===== config.mk =====
export PLATFORM = sky130hd
export DESIGN_NAME = adapt_seq
export DESIGN_NICKNAME = d
export VERILOG_FILES = /design/src/rtl/adapt_seq.sv
export SDC_FILE = /design/constraint.sdc
export NUM_CORES = 1
export LEC_CHECK = 0
export ABC_CLOCK_PERIOD_IN_PS = 2600
export CORE_UTILIZATION = 23
export CTS_CLUSTER_DIAMETER = 120
export DETAILED_ROUTE_END_ITERATION = 16
export HOLD_SLACK_MARGIN = 0.06
export PLACE_DENSITY = 0.39
export SLEW_MARGIN = 20
export SYNTH_ARGS = -nofsm -noshare
export SYNTH_HDL_FRONTEND = slang
export SYNTH_SLANG_ARGS = --single-unit

===== constraint.sdc =====
create_clock -name clk_master -period 2.6 [get_ports clk_master]
set_input_delay 0.52 -clock clk_master [delete_from_list [all_inputs] [get_ports clk_master]]
set_output_delay 0.52 -clock clk_master [all_outputs]
set_load 0.01 [all_outputs]

===== src/rtl/adapt_seq.sv =====
// Adaptation sequencer: resets the feedback cores, lets them settle, then
// opens frame-aligned adapt windows (once, or forever with a hold gap).
`timescale 1ns/1ps
module adapt_seq #(
  parameter int CNT_W   = 16,
  parameter int RST_LEN = 4
) (
  input  logic             clk_master,
  input  logic             rstb,
  input  logic             start,
  input  logic             abort,
  input  logic             periodic,
  input  logic             frame_sync,
  input  logic [CNT_W-1:0] settle_len,
  input  logic [CNT_W-1:0] adapt_len,
  input  logic [CNT_W-1:0] hold_len,
  output logic             ud_en,
  output logic             core_rstb,
  output logic             busy,
  output logic             done,
  output logic [2:0]       state,
  output logic [7:0]       adapt_count
);

  typedef enum logic [2:0] {
    IDLE      = 3'd0,
    CORE_RST  = 3'd1,
    SETTLE    = 3'd2,
    WAIT_SYNC = 3'd3,
    ADAPT     = 3'd4,
    HOLD      = 3'd5
  } state_t;

  localparam logic [CNT_W-1:0] ONE      = CNT_W'(1);
  localparam logic [CNT_W-1:0] RST_LAST = CNT_W'(RST_LEN - 1);

  state_t           state_q, state_d;
  logic [CNT_W-1:0] cnt_q, cnt_d;
  logic [CNT_W-1:0] settle_sh_q, settle_sh_d;
  logic [CNT_W-1:0] adapt_sh_q, adapt_sh_d;
  logic [CNT_W-1:0] hold_sh_q, hold_sh_d;
  logic             periodic_sh_q, periodic_sh_d;
  logic [7:0]       adapt_count_q, adapt_count_d;
  logic             done_q, done_d;
  logic             ud_en_q;
  logic             cnt_zero;

  // The counter holds "cycles left after this one", so a zero length
  // collapses to a single-cycle stay just like a length of one.
  function automatic logic [CNT_W-1:0] last_of(input logic [CNT_W-1:0] len);
    return (len == '0) ? '0 : (len - ONE);
  endfunction

  assign cnt_zero = (cnt_q == '0);

  // Next-state, counter, shadow and completion logic.
  always_comb begin
    state_d       = state_q;
    cnt_d         = cnt_q;
    settle_sh_d   = settle_sh_q;
    adapt_sh_d    = adapt_sh_q;
    hold_sh_d     = hold_sh_q;
    periodic_sh_d = periodic_sh_q;
    adapt_count_d = adapt_count_q;
    done_d        = 1'b0;

    case (state_q)
      IDLE: begin
        if (start && !abort) begin
          state_d       = CORE_RST;
          cnt_d         = RST_LAST;
          settle_sh_d   = settle_len;
          adapt_sh_d    = adapt_len;
          hold_sh_d     = hold_len;
          periodic_sh_d = periodic;
          adapt_count_d = '0;
        end
      end
      CORE_RST: begin
        if (cnt_zero) begin
          state_d = SETTLE;
          cnt_d   = last_of(settle_sh_q);
        end else begin
          cnt_d = cnt_q - ONE;
        end
      end
      SETTLE: begin
        if (cnt_zero) begin
          state_d = WAIT_SYNC;
        end else begin
          cnt_d = cnt_q - ONE;
        end
      end
      WAIT_SYNC: begin
        if (frame_sync) begin
          state_d = ADAPT;
          cnt_d   = last_of(adapt_sh_q);
        end
      end
      ADAPT: begin
        if (cnt_zero) begin
          adapt_count_d = (adapt_count_q == 8'hFF) ? 8'hFF : adapt_count_q + 8'd1;
          if (periodic_sh_q) begin
            state_d = HOLD;
            cnt_d   = last_of(hold_sh_q);
          end else begin
            state_d = IDLE;
            done_d  = 1'b1;
          end
        end else begin
          cnt_d = cnt_q - ONE;
        end
      end
      HOLD: begin
        if (cnt_zero) begin
          state_d = WAIT_SYNC;
        end else begin
          cnt_d = cnt_q - ONE;
        end
      end
      default: begin
        state_d = IDLE;
        cnt_d   = '0;
      end
    endcase

    // Abort overrides everything outside IDLE; the window count is kept.
    if (abort && (state_q != IDLE)) begin
      state_d       = IDLE;
      cnt_d         = '0;
      done_d        = 1'b0;
      adapt_count_d = adapt_count_q;
    end
  end

  // State, counter, shadow and status registers.
  always_ff @(posedge clk_master or negedge rstb) begin
    if (!rstb) begin
      state_q       <= IDLE;
      cnt_q         <= '0;
      settle_sh_q   <= '0;
      adapt_sh_q    <= '0;
      hold_sh_q     <= '0;
      periodic_sh_q <= 1'b0;
      adapt_count_q <= '0;
      done_q        <= 1'b0;
      ud_en_q       <= 1'b0;
    end else begin
      state_q       <= state_d;
      cnt_q         <= cnt_d;
      settle_sh_q   <= settle_sh_d;
      adapt_sh_q    <= adapt_sh_d;
      hold_sh_q     <= hold_sh_d;
      periodic_sh_q <= periodic_sh_d;
      adapt_count_q <= adapt_count_d;
      done_q        <= done_d;
      ud_en_q       <= (state_d == ADAPT);
    end
  end

  assign ud_en       = ud_en_q;
  assign core_rstb   = (state_q != CORE_RST);
  assign busy        = (state_q != IDLE);
  assign done        = done_q;
  assign state       = state_q;
  assign adapt_count = adapt_count_q;

endmodule


==> results of run 1 <==
critical path, stage by stage, from the launching register on:
cell                              delay [ns]
sky130_fd_sc_hd__dfrtp_1                0.38
sky130_fd_sc_hd__buf_4                  0.20
sky130_fd_sc_hd__nor2_1                 0.26
sky130_fd_sc_hd__nand2_1                0.25
sky130_fd_sc_hd__clkdlybuf4s50_1        0.55
power by group through the flow:
| stage | combinational, uW | sequential (uW) | clock, uW |
|---|---|---|---|
| 2_1_floorplan | 2400 | 2150 | 0 |
| 3_3_place_gp | 3640 | 2340 | 0 |
| 3_5_place_dp | 3640 | 2360 | 0 |
| 4_1_cts | 3670 | 2340 | 1410 |
| 5_1_grt | 4040 | 2430 | 1450 |
| 6_report | 3670 | 2330 | 1340 |
through the flow:
step                      instance area [um2]  TNS (ns)
after floorplan                          5140         0
after global placement                   6390         0
after detailed placement                 6390         0
after CTS                                6700         0
after global routing                     6710  -0.00266
final                                    6710         0
kinds of logic (layout without fill, tap and decap cells):
logic type	after synthesis	after routing	share of synthesized area
multiplexers	54	54	0.117
adder cells (fa/ha/maj)	7	7	0.0170
AO/OA/AOI/OAI	132	132	0.168
AND/OR/NAND/NOR	193	193	0.207
buffers and inverters	43	141	0.0345
flip-flops	78	78	0.380
XOR/XNOR	45	45	0.0766
final timing paths:
kind | from | end | slack, ns | depth (start not counted)
max reg2reg | settle_sh_q[0] | cnt_q[8] | 0.15 | 8
min | rstb | adapt_count[2] | 0.17 | 1
min in group clk_master | periodic_sh_q | done | 0.54 | 1
max in group asynchronous | rstb | adapt_sh_q[12] | 1.80 | 2
min reg2reg | periodic_sh_q | done | 0.54 | 1
max | state[0] | busy | 0.09 | 4
sequential cells by signal, summed over array words and instances (netlist names):
signal         count
periodic_sh_q      1
done               1
state              3
adapt_sh_q        16
settle_sh_q       16
adapt_count        8
ud_en              1
cnt_q             16
hold_sh_q         16
cells in the mapped netlist (all sizes together) (2+ instances only):
| cell | n |
|---|---|
| a211oi | 5 |
| a21o | 3 |
| a21oi | 28 |
| a22o | 2 |
| a22oi | 6 |
| a31oi | 3 |
| and4 | 2 |
| buf | 14 |
| clkbuf | 13 |
| dfrtp | 78 |
| ha | 7 |
| inv | 16 |
| mux2 | 50 |
| mux2i | 4 |
| nand2 | 48 |
| nand2b | 3 |
| nand3 | 15 |
| nand3b | 3 |
| nand4 | 11 |
| nand4b | 5 |
| nor2 | 35 |
| nor2b | 7 |
| nor3 | 21 |
| nor3b | 4 |
| nor4 | 20 |
| o211a | 2 |
| o211ai | 2 |
| o21a | 3 |
| o21ai | 34 |
| o21bai | 2 |
| o221ai | 9 |
| o22a | 2 |
| o22ai | 14 |
| o31ai | 3 |
| o32ai | 2 |
| or2 | 4 |
| or3 | 3 |
| or4 | 8 |
| xnor2 | 20 |
| xor2 | 25 |
final cells by class:
class / instances / area (um2) / share of cell area
clock inverters: 4 / 53.8 / 0.00802
repair buffers: 109 / 1010 / 0.151
flip-flops and latches: 78 / 1950 / 0.291
inverters: 16 / 60.1 / 0.00895
well taps: 280 / 350 / 0.0522
multi-input cells: 431 / 3030 / 0.451
clock buffers: 12 / 256 / 0.0382
per-layer routing:
layer	GRT usage	up-vias	wire [um]
met5	0	-	0
met4	0.0599	0	418
met3	0.0275	21	595
met2	0.234	101	7240
met1	0.211	2239	8000
li1	-	2236	-
what timing repair did:
item | in CTS | in global routing
setup endpoints to repair | 0 | 3
setup buffers | 0 | 0
hold buffers | 0 | 0
gates resized for setup | 0 | 2
==> flow_metrics.env, run 1 <==
export IMPL_status="completed"
export IMPL_edff_count_synth=0
export IMPL_hold_path_class="primary input to asynchronous set/reset pin"
export IMPL_post_synth_inst_count=552
export IMPL_pre_cts_ws_ns=0.126
export IMPL_cp_required_ns=2.08
export IMPL_rsz0062_at_grt="yes"
export IMPL_post_route_cells_drive_above_1_share=0.194
export IMPL_placeable_core_region_um2=21900
export IMPL_worst_setup_path_start_kind="register"
export IMPL_globalRoute_totalOverflow=0
export IMPL_synth_fp_nets=613
export IMPL_finish_net_count=706
export IMPL_final_cells=930
export IMPL_grt_pass1_vias=4604
export IMPL_routed_wirelength_mm=16.3
export IMPL_internal_power_uw=4180
export IMPL_synth_top_cell_by_area="sky130_fd_sc_hd__dfrtp_1"
export IMPL_combPwrFrac=0.500
export IMPL_tritoncts="yes"
export IMPL_synthesis_yosys_warnings=0
export IMPL_seq_area_frac_synth=0.380
export IMPL_clkPwrFrac=0.183
export IMPL_clock_latency_ns=0.34
export IMPL_timing_final_crit_share=0.965
export IMPL_yosys_top_cells_area="sky130_fd_sc_hd__dfrtp_1 (38%), sky130_fd_sc_hd__mux2_2 (11%), sky130_fd_sc_hd__xor2_1 (4.3%)"
export IMPL_drv_max_cap_violation_count=0
export IMPL_routed_via_density=4.94
export IMPL_placement_io_buffers=68
export IMPL_cts_root_buffer="sky130_fd_sc_hd__clkbuf_16"
export IMPL_timing_final_max_slew_violations=0
export IMPL_post_layout_total_power_uw=7340
export IMPL_antenna_found_initial=0
export IMPL_worstMarginPinSlew_ns=0.608
export IMPL_fp_dieArea_um2=23000
export IMPL_power_share_sequential=0.318
export IMPL_worstPathMaxFanout=18
export IMPL_grt_max_degree=50
export IMPL_timing_max_slew_rel_slack=0.591
export IMPL_setup_viol_count_final=0
export IMPL_worst_ir_drop_vdd_mv=0.431
export IMPL_power_density_nw_per_um2=1090
export IMPL_worst_setup_path_end_kind="output port"
export IMPL_cts_sinks=78
export IMPL_drt_pre_antenna_iters=4
export IMPL_finalHoldViolations=0
export IMPL_ys_flop_type="sky130_fd_sc_hd__dfrtp_1"
export IMPL_post_synth_instance_area_um2=5140
export IMPL_gp_congestion=0.853
export IMPL_rows=54
export IMPL_clock_skew_ns=0.00343
export IMPL_grt_use_total=0.152
export IMPL_width_of_the_die_um=152
export IMPL_place_hpwl_mm=12.5
export IMPL_drt_iter0_markers=206
export IMPL_synth_top_area_frac=0.380
export IMPL_drt_antenna_net_count=0
export IMPL_grt_pass1_wl_mm=26.2
export IMPL_post_drt_wl_per_cell_um=17.5
export IMPL_clock_tree_buffer_depth=2
export IMPL_num_antenna_cells=0
export IMPL_y_dimension_of_the_die_um=152
export IMPL_synthesis_area_per_instance_um2=9.32
export IMPL_vias=4597
export IMPL_timing_worst_setup_path_type="register to output port"
export IMPL_remaining_drc_errors=0
export IMPL_total_leakage_power_uw=0.00259
export IMPL_nFillCells=2358
export IMPL_flow_area_growth_from_synthesis_pct=30.5
export IMPL_async_reset_ff_frac=1.00
export IMPL_h_tree_depth=3
export IMPL_distinct_cell_type_count_after_synthesis=66
export IMPL_cp_arrival_ns=1.99
export IMPL_commonest_cells_after_routing_fill_and_taps_aside="sky130_fd_sc_hd__dfrtp_1 (78), sky130_fd_sc_hd__clkdlybuf4s50_1 (67), sky130_fd_sc_hd__mux2_2 (50)"
export IMPL_dpl_cells=914
export IMPL_final_core_density=0.306
export IMPL_max_clock_freq_mhz=399
export IMPL_final_min_clock_period_ns=2.51
export IMPL_worst_slack_ns=0.0915
export IMPL_design_portCount=69
export IMPL_p_switching_uw=3170
export IMPL_power_share_switching=0.431
export IMPL_inserted_clock_buffers=9
export IMPL_layout_cells_most_common="sky130_fd_sc_hd__dfrtp_1"
export IMPL_cts_clk_slew_worst_paths_ns=0.06
export IMPL_initial_utilization=0.235
export IMPL_hold_ws_ns=0.171
export IMPL_yosys_register_bits=78
Note: power is estimated with default switching activity, not from simulation.
==> inputs of run 2 (changes only) <==
Settings changed: ABC_CLOCK_PERIOD_IN_PS 2600 to 2650.
Clock period 2.6 ns to 2.65 ns, I/O delays scaled along.
==> run 2 against run 1 <==
Clock power barely moved. Critical endpoint is now core_rstb. Critical path type unchanged. Clock skew is 0.0043 ns higher. Global-route usage fell by 0.33 points. Hold slack got worse by 0.022 ns. Die area did not move.
==> flow_metrics.env, run 2 (same netlist as run 1, synthesis figures left out) <==
export IMPL_cts_sinks=78
export IMPL_post_drt_wl_per_cell_um=17.3
export IMPL_power_share_switching=0.432
export IMPL_postCtsSetupBuffers=0
export IMPL_timing_final_max_slew_violations=0
export IMPL_cts_clk_slew_worst_paths_ns=0.07
export IMPL_initial_utilization=0.235
export IMPL_placement_io_buffers=68
export IMPL_design_portCount=69
export IMPL_gp_congestion=0.878
export IMPL_y_dimension_of_the_die_um=152
export IMPL_drt_iter0_markers=288
export IMPL_status="completed"
export IMPL_grt_pass1_wl_mm=25.8
export IMPL_num_antenna_cells=0
export IMPL_post_route_cells_drive_above_1_share=0.186
export IMPL_p_switching_uw=3090
export IMPL_total_leakage_power_uw=0.00257
export IMPL_width_of_the_die_um=152
export IMPL_remaining_drc_errors=0
export IMPL_reg2reg_slack_ns=0.16
export IMPL_worstMarginPinSlew_ns=0.809
export IMPL_h_tree_depth=3
export IMPL_worst_ir_drop_vdd_mv=0.346
export IMPL_worst_setup_path_end_kind="output port"
export IMPL_max_clock_freq_mhz=396
export IMPL_cp_required_ns=2.12
export IMPL_rsz0062_at_grt="no"
export IMPL_routed_wirelength_mm=16.0
export IMPL_nFillCells=2323
export IMPL_drt_antenna_net_count=0
export IMPL_rows=54
export IMPL_grt_pass1_vias=4622
export IMPL_power_density_nw_per_um2=1070
export IMPL_multiInputGateArea_um2=3020
export IMPL_tritoncts="yes"
export IMPL_finalSetupTns_ns=0
export IMPL_finalHoldViolations=0
export IMPL_power_share_sequential=0.323
export IMPL_worst_setup_path_start_kind="register"
export IMPL_final_seq_area_um2=1950
export IMPL_clock_tree_buffer_depth=2
export IMPL_clock_skew_ns=0.00772
export IMPL_antenna_found_initial=0
export IMPL_timing_max_slew_rel_slack=0.456
export IMPL_combPwrFrac=0.493
export IMPL_placeable_core_region_um2=21900
export IMPL_hold_path_class="primary input to asynchronous set/reset pin"
export IMPL_vias=4608
export IMPL_globalRoute_totalOverflow=0
export IMPL_drv_max_cap_violation_count=0
export IMPL_place_hpwl_mm=12.4
export IMPL_clkPwrFrac=0.184
export IMPL_drt_pre_antenna_iters=5
export IMPL_cp_arrival_ns=2.00
export IMPL_flow_area_growth_from_synthesis_pct=29.6
export IMPL_worstPathMaxFanout=8
export IMPL_grt_use_total=0.149
export IMPL_final_min_clock_period_ns=2.53
export IMPL_commonest_cells_after_routing_fill_and_taps_aside="sky130_fd_sc_hd__dfrtp_1 (78), sky130_fd_sc_hd__clkdlybuf4s50_1 (67), sky130_fd_sc_hd__mux2_2 (50)"
export IMPL_layout_cells_most_common="sky130_fd_sc_hd__dfrtp_1"
export IMPL_pre_cts_ws_ns=0.0942
export IMPL_timing_final_crit_share=0.954
export IMPL_grt_max_degree=50
export IMPL_timing_worst_setup_path_type="register to output port"
export IMPL_fp_dieArea_um2=23000
export IMPL_internal_power_uw=4060
export IMPL_clock_latency_ns=0.35
export IMPL_routed_via_density=4.99
export IMPL_worst_slack_ns=0.122
export IMPL_cts_root_buffer="sky130_fd_sc_hd__clkbuf_16"
export IMPL_setup_viol_count_final=0
export IMPL_inserted_clock_buffers=9
export IMPL_finish_net_count=701
[run 2: cell count changes in the layout (fill, tap and decap cells not counted), sizes merged]
cell      before  now
buf           42   37
clkinvlp       2    1
clkbuf        12   11
clkinv         0    1
[run 2: cell type report]
cell class                 count  share of cell area
multi-input combinational    431               0.453
sequential                    78               0.293
timing repair buffer         104               0.146
tap                          280              0.0526
clock buffer                  11              0.0379
inverter                      16             0.00901
clock inverter                 4             0.00826
[run 2: metal layers]
layer  vias up  track usage  routed length [um]
met5         -            0                   0
met4         0       0.0431                 201
met3        11       0.0305                 682
met2        92        0.232                7250
met1      2273        0.207                7890
li1       2232            -                   -
[run 2: per-stage QoR]
stage | total power, uW | instances | hold slack (ns) | instance area, um2 | utilization
finish | 7150 | 924 | 0.148 | 6660 | 0.304
global route | 7690 | 924 | 0.179 | 6660 | 0.304
CTS | 7220 | 924 | 0.175 | 6660 | 0.304
detailed placement | 5850 | 909 | 0.528 | 6350 | 0.290
global placement | 5820 | 909 | 0.524 | 6350 | 0.290
floorplan | 4460 | 552 | 0.234 | 5140 | -
[run 2: worst paths after layout]
| kind | from | end | depth (start not counted) |
|---|---|---|---|
| max in group asynchronous | rstb | adapt_sh_q[3] | 2 |
| worst max register to register | settle_sh_q[0] | cnt_q[8] | 8 |
| worst max-delay path | state[1] | core_rstb | 4 |
| worst min register to register | periodic_sh_q | done | 1 |
| min in group clk_master | periodic_sh_q | done | 1 |
| worst min-delay path | rstb | adapt_count[2] | 1 |
[run 2: power by group through the flow]
stage	combinational, uW	clock, uW	sequential [uW]
2_1_floorplan	2350	0	2110
3_3_place_gp	3510	0	2310
3_5_place_dp	3520	0	2330
6_report	3530	1320	2310
5_1_grt	3870	1410	2410
4_1_cts	3540	1360	2310
[run 2: critical path, cell delays in order, from the launching register on]
cell and delay (ns):
sky130_fd_sc_hd__dfrtp_1 0.47, sky130_fd_sc_hd__nor2b_2 0.22, sky130_fd_sc_hd__and2_1 0.29, sky130_fd_sc_hd__inv_1 0.15, sky130_fd_sc_hd__clkdlybuf4s50_1 0.51
[run 2: repair_timing]
action,CTS,global route
hold buffers,0,0
endpoints found under the setup margin,0,1
resized for setup,0,1
==> inputs of run 3 (changes only) <==
Settings changed: CORE_MARGIN set to 1, MAX_ROUTING_LAYER set to met4.
==> run 3 against run 2 <==
Combinational power up 2%. Register-to-register slack gained 0.02 ns. Total power grew 1.6%. Global-route usage grew 0.89 points. Clock power barely moved. Sequential share of layout area down 0.21 points. Critical path type unchanged. Critical endpoint unchanged. Largest cell class unchanged.
==> flow_metrics.env, run 3 (same netlist as run 1, synthesis figures left out) <==
export IMPL_cts_clk_slew_worst_paths_ns=0.07
export IMPL_cp_required_ns=2.12
export IMPL_num_antenna_cells=0
export IMPL_finalHoldViolations=0
export IMPL_flow_area_growth_from_synthesis_pct=30.5
export IMPL_routed_wirelength_mm=16.6
export IMPL_fp_dieArea_um2=23000
export IMPL_design_portCount=69
export IMPL_tritoncts="yes"
export IMPL_timing_max_slew_rel_slack=0.634
export IMPL_setup_viol_count_final=0
export IMPL_power_density_nw_per_um2=1080
export IMPL_remaining_drc_errors=0
export IMPL_grt_pass1_vias=4580
export IMPL_timing_worst_setup_path_type="register to output port"
export IMPL_crit_slowest_cell="sky130_fd_sc_hd__clkdlybuf4s50_1"
export IMPL_final_min_clock_period_ns=2.50
export IMPL_finish_net_count=702
export IMPL_cp_arrival_ns=1.97
export IMPL_grt_pass1_wl_mm=26.4
export IMPL_inserted_clock_buffers=9
export IMPL_antenna_found_initial=0
export IMPL_clock_skew_ns=0.00708
export IMPL_grt_use_total=0.158
export IMPL_worst_setup_path_end_kind="output port"
export IMPL_timing_final_crit_share=0.942
export IMPL_post_cts_gate_resize_count=0
export IMPL_nFillCells=2279
export IMPL_h_tree_depth=3
export IMPL_place_hpwl_mm=12.6
export IMPL_post_drt_wl_per_cell_um=18.0
export IMPL_placement_io_buffers=68
export IMPL_initial_utilization=0.235
export IMPL_critical_path_max_stage_delay_ns=0.50
export IMPL_width_of_the_die_um=152
export IMPL_globalRoute_totalOverflow=0
export IMPL_cts_hold_buffers=0
export IMPL_hold_path_class="primary input to asynchronous set/reset pin"
export IMPL_timing_final_max_slew_violations=0
export IMPL_worstPathMaxFanout=5
export IMPL_critPathTopFamily="buffers and inverters"
export IMPL_final_cells=926
export IMPL_worst_ir_drop_vdd_mv=0.399
export IMPL_cts_root_buffer="sky130_fd_sc_hd__clkbuf_16"
export IMPL_rows=54
export IMPL_routed_via_density=5.04
export IMPL_commonest_cells_after_routing_fill_and_taps_aside="sky130_fd_sc_hd__dfrtp_1 (78), sky130_fd_sc_hd__clkdlybuf4s50_1 (67), sky130_fd_sc_hd__mux2_2 (50)"
export IMPL_clock_latency_ns=0.35
export IMPL_max_clock_freq_mhz=401
export IMPL_dpl_cells=910
export IMPL_post_route_cells_drive_above_1_share=0.192
export IMPL_drt_iter0_markers=332
export IMPL_layout_cells_most_common="sky130_fd_sc_hd__dfrtp_1"
export IMPL_drt_pre_antenna_iters=5
export IMPL_clock_tree_buffer_depth=2
export IMPL_gp_congestion=0.884
export IMPL_path_buf_inv=2
export IMPL_y_dimension_of_the_die_um=152
export IMPL_total_leakage_power_uw=0.00259
export IMPL_drt_antenna_net_count=0
export IMPL_status="completed"
export IMPL_crit_path_cell_trace="nor2b_1, and2_1, inv_1, clkdlybuf4s50_1"
export IMPL_worstMarginPinSlew_ns=0.544
export IMPL_vias=4670
export IMPL_grt_max_degree=50
export IMPL_finalSetupTns_ns=0
export IMPL_rsz0062_at_grt="no"
export IMPL_worst_setup_path_start_kind="register"
export IMPL_cts_sinks=78
export IMPL_drv_max_cap_violation_count=0
export IMPL_placeable_core_region_um2=21900
export IMPL_postCtsSetupBuffers=0
[run 3: path summary, 6_finish.rpt]
check	start	endpoint	slack [ns]	depth (start not counted)
max in group asynchronous	rstb	cnt_q[11]	1.86	2
min in group clk_master	cnt_q[1]	cnt_q[1]	0.53	2
hold / removal	rstb	adapt_count[3]	0.15	1
setup reg to reg	settle_sh_q[0]	cnt_q[10]	0.18	8
hold reg to reg	cnt_q[1]	cnt_q[1]	0.53	2
setup / recovery	state[1]	core_rstb	0.15	4
[run 3: power breakdown]
| part | internal, uW | total, uW | switching [uW] |
|---|---|---|---|
| registers | 1650 | 2300 | 654 |
| logic | 1680 | 3610 | 1930 |
| clock network | 791 | 1350 | 559 |
| total | 4120 | 7260 | 3140 |
[run 3: routing by layer]
| layer | share of wire | vias to the layer above | global-route usage |
|---|---|---|---|
| li1 | - | 2248 | - |
| met5 | 0 | - | - |
| met1 | 0.49 | 2286 | 0.214 |
| met2 | 0.45 | 117 | 0.238 |
| met3 | 0.038 | 19 | 0.0249 |
| met4 | 0.021 | 0 | 0.0550 |
[run 3: cell type report]
class,instances,area [um2],share of cell area
clock inverter,5,63.8,0.00951
multi-input combinational,431,3030,0.451
sequential,78,1950,0.291
tap,280,350,0.0522
timing repair buffer,105,1010,0.150
inverter,16,60.1,0.00895
clock buffer,11,253,0.0377
[run 3: through the flow]
step | power, uW | utilization | cell area [um2] | hold WS [ns] | setup slack (ns)
6_report | 7260 | 0.307 | 6710 | 0.149 | 0.155
5_1_grt | 7830 | 0.307 | 6710 | 0.184 | 0.0194
2_1_floorplan | 4460 | - | 5140 | 0.234 | 0.403
4_1_cts | 7330 | 0.306 | 6700 | 0.159 | 0.106
3_5_place_dp | 5920 | 0.292 | 6390 | 0.516 | 0.139
3_3_place_gp | 5890 | 0.292 | 6390 | 0.518 | 0.190
